File: src/rtl/ureg_pkg.sv
// Shared definitions for the universal shift register: operation modes and legal widths.
package ureg_pkg;

  typedef enum logic [2:0] {
    MODE_HOLD = 3'b000,
    MODE_SHL  = 3'b001,
    MODE_SHR  = 3'b010,
    MODE_ROL  = 3'b011,
    MODE_ROR  = 3'b100,
    MODE_LOAD = 3'b101,
    MODE_CLR  = 3'b110,
    MODE_RSVD = 3'b111
  } ureg_mode_e;

  localparam int UREG_MIN_WIDTH = 2;
  localparam int UREG_MAX_WIDTH = 64;

endpackage

File: src/rtl/ureg_cell.sv
// One-bit storage element with asynchronous active-low reset and a selectable active clock edge.
module ureg_cell #(
  parameter logic RST_VAL  = 1'b0,
  parameter bit   NEG_EDGE = 1'b1
) (
  input  logic clk,
  input  logic rst,
  input  logic d,
  output logic q
);

  logic q_reg;

  generate
    if (NEG_EDGE) begin : g_neg
      always_ff @(negedge clk or negedge rst) begin
        if (!rst) q_reg <= RST_VAL;
        else      q_reg <= d;
      end
    end else begin : g_pos
      always_ff @(posedge clk or negedge rst) begin
        if (!rst) q_reg <= RST_VAL;
        else      q_reg <= d;
      end
    end
  endgenerate

  assign q = q_reg;

endmodule

File: src/rtl/ureg_shift.sv
// WIDTH-bit universal register (hold/shift/rotate/load/clear) with a word-serialisation counter.
// Define UREG_PARITY_EN to add a registered even-parity output par tracking ^q.
module ureg_shift
  import ureg_pkg::*;
#(
  parameter int               WIDTH    = 8,
  parameter logic [WIDTH-1:0] RST_VAL  = '0,
  parameter bit               NEG_EDGE = 1'b1,
  localparam int              CW       = $clog2(WIDTH)
) (
  input  logic             clk,
  input  logic             rst,
  input  logic             en,
  input  logic [2:0]       mode,
  input  logic [WIDTH-1:0] d,
  input  logic             sin_l,
  input  logic             sin_r,
  output logic [WIDTH-1:0] q,
  output logic [WIDTH-1:0] nq,
  output logic             sout_l,
  output logic             sout_r,
  output logic [CW-1:0]    cnt,
`ifdef UREG_PARITY_EN
  output logic             par,
`endif
  output logic             done
);

  generate
    if (WIDTH < UREG_MIN_WIDTH || WIDTH > UREG_MAX_WIDTH) begin : g_bad_width
      $error("ureg_shift: WIDTH out of range");
    end
  endgenerate

  ureg_mode_e       mode_e;
  logic [WIDTH-1:0] q_reg, q_next;
  logic [CW-1:0]    cnt_reg, cnt_next;
  logic             done_reg, done_next;
  logic             shift_op;

  assign mode_e = ureg_mode_e'(mode);

  always_comb begin
    q_next    = q_reg;
    cnt_next  = cnt_reg;
    done_next = 1'b0;
    shift_op  = 1'b0;
    // With en low mode is never decoded, so an unknown mode cannot disturb state.
    if (en) begin
      case (mode_e)
        MODE_SHL: begin
          q_next   = {q_reg[WIDTH-2:0], sin_l};
          shift_op = 1'b1;
        end
        MODE_SHR: begin
          q_next   = {sin_r, q_reg[WIDTH-1:1]};
          shift_op = 1'b1;
        end
        MODE_ROL: begin
          q_next   = {q_reg[WIDTH-2:0], q_reg[WIDTH-1]};
          shift_op = 1'b1;
        end
        MODE_ROR: begin
          q_next   = {q_reg[0], q_reg[WIDTH-1:1]};
          shift_op = 1'b1;
        end
        MODE_LOAD: begin
          q_next   = d;
          cnt_next = '0;
        end
        MODE_CLR: begin
          q_next   = '0;
          cnt_next = '0;
        end
        default: begin
          q_next = q_reg;
        end
      endcase
    end
    // Wrap at WIDTH-1 explicitly so non-power-of-two widths count whole words.
    if (shift_op) begin
      if (cnt_reg == CW'(WIDTH - 1)) begin
        cnt_next  = '0;
        done_next = 1'b1;
      end else begin
        cnt_next = cnt_reg + CW'(1);
      end
    end
  end

  genvar gi;
  generate
    for (gi = 0; gi < WIDTH; gi++) begin : g_q
      ureg_cell #(.RST_VAL(RST_VAL[gi]), .NEG_EDGE(NEG_EDGE)) u_cell (
        .clk (clk),
        .rst (rst),
        .d   (q_next[gi]),
        .q   (q_reg[gi])
      );
    end
    for (gi = 0; gi < CW; gi++) begin : g_cnt
      ureg_cell #(.RST_VAL(1'b0), .NEG_EDGE(NEG_EDGE)) u_cell (
        .clk (clk),
        .rst (rst),
        .d   (cnt_next[gi]),
        .q   (cnt_reg[gi])
      );
    end
  endgenerate

  ureg_cell #(.RST_VAL(1'b0), .NEG_EDGE(NEG_EDGE)) u_done (
    .clk (clk),
    .rst (rst),
    .d   (done_next),
    .q   (done_reg)
  );

`ifdef UREG_PARITY_EN
  // Parity of the value being written, so it matches ^q after every edge and holds with q.
  ureg_cell #(.RST_VAL(^RST_VAL), .NEG_EDGE(NEG_EDGE)) u_par (
    .clk (clk),
    .rst (rst),
    .d   (^q_next),
    .q   (par)
  );
`endif

  assign q      = q_reg;
  assign nq     = ~q_reg;
  assign sout_l = q_reg[WIDTH-1];
  assign sout_r = q_reg[0];
  assign cnt    = cnt_reg;
  assign done   = done_reg;

endmodule
File: config.mk
export PLATFORM = sky130hd
export DESIGN_NAME = ureg_shift
export DESIGN_NICKNAME = d
export VERILOG_FILES = /design/src/rtl/ureg_pkg.sv /design/src/rtl/ureg_cell.sv /design/src/rtl/ureg_shift.sv
export SDC_FILE = /design/constraint.sdc
export NUM_CORES = 1
export LEC_CHECK = 0
export CORE_AREA = 5 5 51 62
export DETAILED_ROUTE_END_ITERATION = 10
export DIE_AREA = 0 0 56 67
export GPL_ROUTABILITY_DRIVEN = 0
export PLACE_DENSITY = 0.71
export SYNTH_ARGS = -nofsm -noshare
export SYNTH_HDL_FRONTEND = slang
export SYNTH_HIERARCHICAL = 1
export SYNTH_SLANG_ARGS = --single-unit
File: constraint.sdc
create_clock -name clk -period 1.6 [get_ports clk]
set_clock_uncertainty 0.05 [all_clocks]
set_input_delay 0.16 -clock clk [delete_from_list [all_inputs] [get_ports clk]]
set_output_delay 0.16 -clock clk [all_outputs]
set_load 0.02 [all_outputs]
==> reports/results.tsv <==
metric	value	unit
fin_tns_setup	-9095	ps
die_h	67	µm
maxCapViolCount	0	
ir_worst_vdd	0.7607	mV
slew_headroom	78.34	%
dieWidth	56	µm
min_path_type	reg -> reg	
final_area	2032	µm²
startpoint_type	flop	
regArea	300.3	µm²
synthArstFlopShare	100.0	%
drc_errors	0	
worstPathArrival	1770	ps
power_density	948.8	nW/µm²
dp_slack	-1020	ps
dr.pass1.iters	4	
cp_cell_sequence	inv_2, buf_6	
hold_violations	0	
area_growth	133.3	%
multi_input_area	691.9	µm²
grt_max_degree	13	
grt_pass1_vias	1163	
dp_hpwl	2189	µm
cp_num_buf_inv	2	
start_util	35.15	%
fillers	122	
worst_slew_pin_slew	322.7	ps
grt_pass1_wl	5733	µm
yosys_warnings	6	
die_area	3752	µm²
cp_num_cells	2	
placed_cell_area	1441	µm²
cts_sinks	12	
cpPeakStageDelay	500	ps
cpMaxStageDelayCell	dfrtn_1	
dp.cells	190	
drive_above_1_share	68.95	%
synth_top_area_share	34.48	%
ys_types	31	
largest_register_ffs	8	
slew_viol_final	0	
rows	20	
crit_fanout	3	
cts_tree	built	
io_buffers	37	
cts_buffer_depth	2	
io_pins	38	
cellLeakagePower	0.9220	nW
rsz0062_at_grt	yes	
rr_worst_depth	7	
drt_iter0_drc	34	
ys_seq_area_share	34.48	%
violations	setup timing	
synthFlopType	dfrtn_1	
path_delay_family	flip-flops	
crit_type	reg -> out	
synth-edff-count	0	
holdPathStages	4	
fin_ws	-382.2	ps
ys_ff_latch	12	
ys_top_cells_by_area	dfrtn_1 (34%), o21ai_0 (8.0%), a22oi_1 (5.2%)	
outcome	complete, but fails checks	
cts_inserted_buffers	3	
syn_inst	103	
synth.avg_cell_area	8.455	µm²
drt.antenna.violating_nets	0	
setup_viol	34	
syn_nets	121	
via_per_inst	5.408	
wl_per_cell	19.52	µm
grt_overflow	0	
wl	4352	µm
synth_top_area_cell	dfrtn_1	
power.total	1.928	mW
clk_pin_slew	60	ps
syn_area	870.8	µm²
antenna_cells	0	
final_cell_count_no_fill	223	
antenna_found_initial	0	
cp-end-kind	output port	
core_region_area	2477	µm²
cts_htree_levels	1	
nets	209	
required	1390	ps
insertion_delay	280	ps
root_buffer	clkbuf_4	
fin_util	82.02	%
whs	695.9	ps
routed-via-count	1206	
grt_use_total	19.85	%
==> kinds of logic (layout without fill, tap and decap cells) <==
group           after synthesis  in the layout  synth area share [%]
buf+inv                      21            107                 12.64
flops                        12             12                 34.48
mux                           1              1                 1.149
simple gates                 28             29                 17.53
fa+ha+maj                     2              2                 2.873
compound gates               39             39                 31.32
==> worst paths after layout <==
| path | from | slack, ps | end |
|---|---|---|---|
| worst min-delay path | g_q[3].u_cell/q$_DFF_NN0_ | 700 | g_q[3].u_cell/q$_DFF_NN0_ |
| min in group asynchronous | rst | 840 | g_q[1].u_cell/q$_DFF_NN0_ |
| max in group asynchronous | rst | 520 | u_done/q$_DFF_NN0_ |
| worst max-delay path | g_q[2].u_cell/q$_DFF_NN0_ | -380 | nq[2] |
| worst max register to register | g_cnt[1].u_cell/q$_DFF_NN0_ | -70 | g_cnt[2].u_cell/q$_DFF_NN0_ |
| worst min register to register | g_q[3].u_cell/q$_DFF_NN0_ | 700 | g_q[3].u_cell/q$_DFF_NN0_ |
==> worst register-to-register path, stage by stage, from the launching register on <==
cell and delay (ps):
dfrtn_1 370, buf_4 140, buf_6 110, ha_4 150
ha_4 240, nand2_2 70, o21ai_1 70, a221o_1 290
==> timing repair <==
action,CTS,global route
hold buffers,0,0
pin swaps,25,13
resized for setup,198,31
cloned,2,0
endpoints found under the setup margin,34,34
buffers inserted,11,16
==> synthesized netlist by cell type (3+ instances only) <==
cell type  count
inv_1         11
nor2_1         3
dfrtn_1       12
o21ai_0       14
a21oi_1        4
nand3_1        6
a22oi_1        6
o2bb2ai_1      5
buf_4          4
nand2_1       10
clkbuf_1       3
==> power by group <==
part	switching, mW	leakage [nW]	total (mW)	internal [mW]
sequential	0.0666	0.155	0.436	0.370
clock	0.114	0.0210	0.252	0.138
combinational	0.570	0.746	1.24	0.669
==> final cells by class <==
| cell class | instances | share of cell area (%) |
|---|---|---|
| clock buffers | 4 | 1.786 |
| inverters | 11 | 2.032 |
| multi-input cells | 71 | 34.05 |
| flip-flops and latches | 12 | 14.78 |
| well taps | 33 | 2.032 |
| repair buffers | 92 | 45.32 |
==> layer usage <==
metal / GRT usage (%) / wire [µm] / vias up
met5: 0 / 0 / -
met4: 10.39 / 157 / 0
met3: 4.651 / 205 / 14
met2: 39.33 / 2422 / 49
met1: 18.65 / 1566 / 595
li1: - / - / 548
==> cell usage in the layout (no fill, tap or decap), drive strengths merged, types with 3 or more instances in the layout <==
cell type / netlist / routed
inv: 11 / 11
nand3: 7 / 8
clkdlybuf4s50: 0 / 7
dfrtn: 12 / 12
o2bb2ai: 5 / 5
a21oi: 4 / 4
nand2: 10 / 10
nor2: 3 / 3
a22oi: 6 / 6
buf: 7 / 81
o21ai: 15 / 15
clkbuf: 3 / 4
No activity file was read; power rests on OpenSTA's default activity.
